File: src/rtl/alu32_cmd_fifo.sv
// Command FIFO feeding the 32-bit ALU: queues {op, a, b}, pops onto registered operand outputs.
// Optional macro ALU_FIFO_ALMOST_FLAGS_EN adds almost_full / almost_empty outputs.
module alu32_cmd_fifo #(
  parameter int DEPTH = 8,
  parameter int AW    = 3
) (
  input  logic          clk,
  input  logic          rst,
  input  logic          wr_en,
  input  logic [2:0]    wr_op,
  input  logic [31:0]   wr_a,
  input  logic [31:0]   wr_b,
  input  logic          rd_en,
  output logic [2:0]    rd_op,
  output logic [31:0]   rd_a,
  output logic [31:0]   rd_b,
  output logic          full,
  output logic          empty,
  output logic          wr_ack,
  output logic          wr_err,
  output logic          rd_ack,
  output logic          rd_err,
  output logic [AW:0]   data_count,
`ifdef ALU_FIFO_ALMOST_FLAGS_EN
  output logic          almost_full,
  output logic          almost_empty,
`endif
  output logic [2:0]    fsm_state
);

  localparam int W = 67;
  localparam logic [AW:0] DEPTH_CNT = (AW+1)'(DEPTH);

  localparam logic [2:0] INIT     = 3'd0;
  localparam logic [2:0] NO_OP    = 3'd1;
  localparam logic [2:0] WRITE    = 3'd2;
  localparam logic [2:0] WR_ERROR = 3'd3;
  localparam logic [2:0] READ     = 3'd4;
  localparam logic [2:0] RD_ERROR = 3'd5;
  localparam logic [2:0] WR_RD    = 3'd6;

  logic [W-1:0]  mem [DEPTH];
  logic [AW-1:0] head;
  logic [AW-1:0] tail;
  logic [2:0]    state;
  logic [2:0]    state_nxt;
  logic          do_wr;
  logic          do_rd;

  assign full      = (data_count == DEPTH_CNT);
  assign empty     = (data_count == '0);
  assign fsm_state = state;

`ifdef ALU_FIFO_ALMOST_FLAGS_EN
  assign almost_full  = (data_count >= DEPTH_CNT - (AW+1)'(1));
  assign almost_empty = (data_count <= (AW+1)'(1));
`endif

  // Requests are single-cycle strobes sampled at the edge; each one is answered
  // by exactly one ack or err pulse in the following cycle, never both.
  // With both requested, a full FIFO still pops and an empty one still pushes.
  assign do_wr = wr_en && !full;
  assign do_rd = rd_en && !empty;

  always_comb begin
    state_nxt = NO_OP;
    case ({wr_en, rd_en})
      2'b10:   state_nxt = full  ? WR_ERROR : WRITE;
      2'b01:   state_nxt = empty ? RD_ERROR : READ;
      2'b11:   state_nxt = WR_RD;
      default: state_nxt = NO_OP;
    endcase
  end

  // Storage has no reset; only valid entries between head and tail are ever read.
  always_ff @(posedge clk) begin
    if (!rst && do_wr) mem[tail] <= {wr_op, wr_a, wr_b};
  end

  always_ff @(posedge clk) begin
    if (rst) begin
      state      <= INIT;
      head       <= '0;
      tail       <= '0;
      data_count <= '0;
      rd_op      <= '0;
      rd_a       <= '0;
      rd_b       <= '0;
      wr_ack     <= 1'b0;
      wr_err     <= 1'b0;
      rd_ack     <= 1'b0;
      rd_err     <= 1'b0;
    end else begin
      state  <= state_nxt;
      wr_ack <= do_wr;
      wr_err <= wr_en && !do_wr;
      rd_ack <= do_rd;
      rd_err <= rd_en && !do_rd;
      if (do_wr) tail <= tail + AW'(1);
      if (do_rd) begin
        {rd_op, rd_a, rd_b} <= mem[head];
        head                <= head + AW'(1);
      end
      if (do_wr && !do_rd)      data_count <= data_count + (AW+1)'(1);
      else if (do_rd && !do_wr) data_count <= data_count - (AW+1)'(1);
    end
  end

endmodule

File: config.mk
export PLATFORM = sky130hd
export DESIGN_NAME = alu32_cmd_fifo
export DESIGN_NICKNAME = d
export VERILOG_FILES = /design/src/rtl/alu32_cmd_fifo.sv
export SDC_FILE = /design/constraint.sdc
export NUM_CORES = 1
export LEC_CHECK = 0
export BUFFER_PORTS_ARGS = -buffer_cell sky130_fd_sc_hd__buf_2
export CAP_MARGIN = 25
export CORE_UTILIZATION = 25
export CTS_CLUSTER_SIZE = 40
export DETAILED_ROUTE_END_ITERATION = 10
export PLACE_DENSITY = 0.51
export SYNTH_ARGS = -nofsm -noshare
export SYNTH_HDL_FRONTEND = slang
export SYNTH_SLANG_ARGS = --single-unit
File: constraint.sdc
create_clock -name clk -period 8.95 [get_ports clk]
set_clock_uncertainty 0.1 [all_clocks]
set_input_delay 1.3425 -clock clk [delete_from_list [all_inputs] [get_ports clk]]
set_output_delay 1.3425 -clock clk [all_outputs]
set_load 0.05 [all_outputs]
Word-level counts from Yosys, hierarchy flattened
Memory sizes are Yosys's and may differ from the RTL's. A register that Yosys moved wholly into a read port is not among the register bits.
Index checks and enable logic that the tools add are counted.
{ "totals": {"output_inout_bits": 80, "wordCells": 38, "n_memories": 1, "in_bits": 71, "mem_bits_rw": 536, "register_bits": 17} }
{ "memory_table": {"columns": ["memory", "depth", "word_bits", "read_ports", "rd_clocked_by_memory_dff", "write_ports", "line_no", "rtl"], "rows": [
  ["mem", 8, 67, 1, 1, 1, "42", "logic [W-1:0] mem [DEPTH];"]
]} }
{ "classes": {"mux": 7, "n_addsub": 4, "n_eq_ne": 4, "reduce_logical": 14} }
{ "ops": {"columns": ["operator", "count"], "rows": [
  ["3-bit one-hot mux with 3 select lines", 1],
  ["4-bit two-way mux", 2],
  ["1-bit logical AND", 7],
  ["3-bit by 1-bit adder with 3-bit output (second input constant)", 2],
  ["1-bit zero test", 5],
  ["4-bit by 1-bit adder with 4-bit output (second input constant)", 1],
  ["2-bit == test (second input constant)", 2],
  ["4-bit == test (second input constant)", 1],
  ["4-bit zero test", 1],
  ["1-bit two-way mux", 4],
  ["4-bit by 1-bit subtractor with 4-bit output (second input constant)", 1],
  ["2-bit by 1-bit == test with 1-bit output (second input constant)", 1],
  ["2-bit nonzero test", 1]
]} }

Depth between registers and ports, before layout
{ "depth": {"depth_word": 7, "depth_mapped": 10, "ltp_nobuf": 10} }

Least setup slack after synthesis
Ideal clock, no wire load.
{ "synth_path": {"path_type": "in2reg", "from": "input wr_en", "to": "memory mem[0][0] (enable)", "required_ps": 8275, "setup_time_ps": 575, "cell_stages": 4, "path_slack_ps": 1970, "path_buffers": 0, "arrival_time_ps": 6305, "path_cell_list": "nor2b_1 > and2_1 > nand2b_1 > nor3_1"} }
{ "synth_between": {"elab_chain_len": 4} }
{ "synth_rtl": {"columns": ["element", "line_no", "rtl"], "rows": [
  ["start: declaration", "9", "input logic wr_en,"],
  ["1-bit logical AND", "62", "assign do_wr = wr_en && !full;"],
  ["1-bit logical AND", "77", "if (!rst && do_wr) mem[tail] <= {wr_op, wr_a, wr_b};"],
  ["1-bit two-way mux", "77", null],
  ["1-bit two-way mux (implied by the code)", "77", null],
  ["end: declaration", "42", null]
]} }
Every way passes these cells.

Final worst setup path
{ "layout_path": {"from": "input rst", "to": "memory mem[3][52] (enable)"} }
{ "layout_between": {"elab_chain_len": 4} }
{ "layout_rtl": {"columns": ["element", "line_no", "rtl"], "rows": [
  ["start: declaration", "8", "input logic rst,"],
  ["1-bit zero test", "77", null],
  ["1-bit logical AND", "77", null],
  ["1-bit two-way mux", "77", null],
  ["1-bit two-way mux (implied by the code)", "77", null]
]} }
Every way passes these cells.

==> impl_metrics.tcl <==
set metrics [dict create \
    status "finished, final reports clean" \
    period_needed_ns 3.60 \
    leakage_nw 9.02 \
    p_comb_frac 0.207 \
    synthesis.nets 1095 \
    synth_edf_count 536 \
    fill_cells 8604 \
    row_count 109 \
    ys_types 33 \
    gr-usage-all-layers 0.119 \
    dp.final_hpwl_um 31400 \
    seqCellArea_um2 17800 \
    async_reset_ff_frac 0 \
    yosys-top-cells-area "edfxtp_1 (71%), mux4_2 (13%), dfxtp_1 (7.4%)" \
    tightest_slew_ns 0.891 \
    cp-start-kind "primary input" \
    synth_top_flop_cell "edfxtp_1" \
    cts-buffers-inserted 66 \
    tns_ns 0 \
    die_w_um 303 \
    grt_pass1_vias 11600 \
    power_switching_mw 2.21 \
    postRouteAntennaNets 0 \
    drc 0 \
    grt_max_degree 70 \
    nets 1278 \
    coreArea_um2 88900 \
    synth_xor_xnor_area_share 0.00194 \
    synth.cell_area_um2 22600 \
    synth-adder-area-share 0.00366 \
    cts_resized 0 \
    finalSetupViolCount 0 \
    irDropWorstVdd_v 0.000122 \
    maxCapViolations 0 \
    p_int_mw 5.58 \
    hold_viol 0 \
    grt_pass1_wl_um 79700 \
    cp_max_fo 45 \
    postCtsSetupBuffers 0 \
    synth_compound_area_frac 0.0322 \
    muxShareOfSynthArea 0.135 \
    slew_headroom 0.405 \
    syn_area_per_cell_um2 22.2 \
    fin_crit_sh 0.402 \
    yosysTopAreaCellShare 0.713 \
    ys_seq_area_frac 0.787 \
    endpoint_kind "register" \
    drtIter0Drc 804 \
    drive_gt1_frac 0.333 \
    synth_common_cells "edfxtp_1 (536), mux4_2 (134), dfxtp_1 (84)" \
    insertion_delay_ns 0.58 \
    antenna_found_initial 16 \
    ys_seq_elements 620 \
    power.density_nw_per_um2 287 \
    rsz0062_at_grt "no" \
    wire_per_inst_um 22.2 \
    area_growth_pct 20.2 \
    die-area_um2 91600 \
    critical_path_class "primary input to register" \
    cts_tree "built" \
    synthSimpleGateAreaFrac 0.0275 \
    cp.arrival_ns 3.70 \
    yosysMostFrequentCell "edfxtp_1" \
    htree_levels 3 \
    placed_area_um2 24900 \
    synth_top_family_by_area "multiplexers" \
    vias 10700 \
    die_height_um 303 \
    switching_share 0.284 \
    p_seq_frac 0.444 \
    clkPwrFrac 0.349 \
    hold_class "register to register" \
    cp.required_ns 9.05 \
    yosysTopAreaCell "edfxtp_1" \
    drt-met1-wl_um 23400 \
    wl_met3_um 3050 \
    wirelength_um 53700 \
    cts_sinks 620 \
    initial_utilization 0.254 \
    synth_cells 1018 \
    n_antenna_cell 0 \
    design_area_um2 27200 \
    place.gp.congestion 0.684 \
    root_buffer "clkbuf_16" \
    vias_per_cell 4.43 \
    postCtsHoldBufs 0 \
    highest_layer "met5" \
    grt.overflow.total 0 \
    finalMaxSlewViolations 0 \
    ys_warn_count 0 \
    multi_input_area_um2 4580 \
    dr_wl_met2_um 26100 \
    clk_pin_slew_ns 0.06 \
    cts_buffer_depth 3 \
    numPortBuffers 150 \
    max_freq_mhz 278 \
    boundaryPins 151 \
    drt_pass1_iterations 5 \
]
[registers in the layout (all words and copies together), names as in the netlist]
register,flops
fsm_state,3
wr_err,1
wr_ack,1
tail,3
rd_a,32
data_count,4
mem,536
rd_err,1
head,3
rd_b,32
rd_ack,1
rd_op,3
[cells by family (layout without fill, tap and decap cells)]
group           after synthesis  after routing
mux                         136            136
compound gates               76             76
simple gates                108            108
fa+ha+maj                     6              6
buf+inv                      67            301
flops                       620            620
xor+xnor                      5              5
[power by group through the flow]
stage | Combinational, mW | Sequential, mW | Clock (mW)
3_5_place_dp | 1.60 | 3.56 | 0
6_report | 1.62 | 3.46 | 2.72
4_1_cts | 1.60 | 3.50 | 2.79
2_1_floorplan | 0.856 | 3.82 | 0
5_1_grt | 1.74 | 3.48 | 2.90
3_3_place_gp | 1.55 | 3.58 | 0
[layout by cell type (no fill, tap or decap), drive strengths merged, types with 3 or more instances in the layout]
master | netlist | layout
edfxtp | 536 | 536
buf | 29 | 176
mux4 | 134 | 134
clkbuf | 32 | 94
dfxtp | 84 | 84
and3 | 67 | 67
a221o | 67 | 67
nor2 | 17 | 17
clkinv | 0 | 13
bufinv | 0 | 7
nand2 | 7 | 7
inv | 6 | 7
ha | 5 | 5
nand2b | 4 | 4
nand3 | 4 | 4
xor2 | 4 | 4
clkinvlp | 0 | 4
a21oi | 4 | 4
and2 | 3 | 3
[worst max-delay path, stage by stage]
cell	delay (ns)
buf_2	0.18
nor2b_1	0.21
and2_1	0.20
nand2b_1	0.24
nor2_4	0.70
buf_4	0.78
[worst paths after layout]
kind,slack (ns),start,cells past startpoint,to
setup / recovery,5.35,rst,6,mem[3][52]$_DFFE_PP_
hold / removal,0.38,rd_a[16]$_SDFFE_PP0P_,1,rd_a[16]$_SDFFE_PP0P_
setup reg to reg,5.76,data_count[0]$_SDFFE_PP0P_,5,mem[3][52]$_DFFE_PP_
hold reg to reg,0.38,rd_a[16]$_SDFFE_PP0P_,1,rd_a[16]$_SDFFE_PP0P_
[metrics by stage]
stage               power, mW  worst slack [ns]   util  std cells  hold WS [ns]
floorplan                4.68              1.97      -       1018         0.392
global placement         5.13              4.47  0.278       2288         0.367
detailed placement       5.16              4.70  0.280       2295         0.369
CTS                      7.89              5.32  0.304       2414         0.383
global route             8.12              5.15  0.305       2417         0.399
finish                   7.79              5.35  0.305       2417         0.380
[final cells by class]
cell class                      count  area share
Tap cell                         1165      0.0537
Timing Repair Buffer              176      0.0419
Clock buffer                       94      0.0677
Sequential cell                   620       0.655
Multi-Input combinational cell    331       0.169
Clock inverter                     25      0.0118
Inverter                            6    0.000829
[metal layers]
layer  vias to the layer above  global-route usage
met5                         -                   0
met1                      5668               0.155
met3                        85              0.0276
met4                        10              0.0360
li1                       4678                   -
met2                       266               0.195
Power figures use the tool's default switching activity.
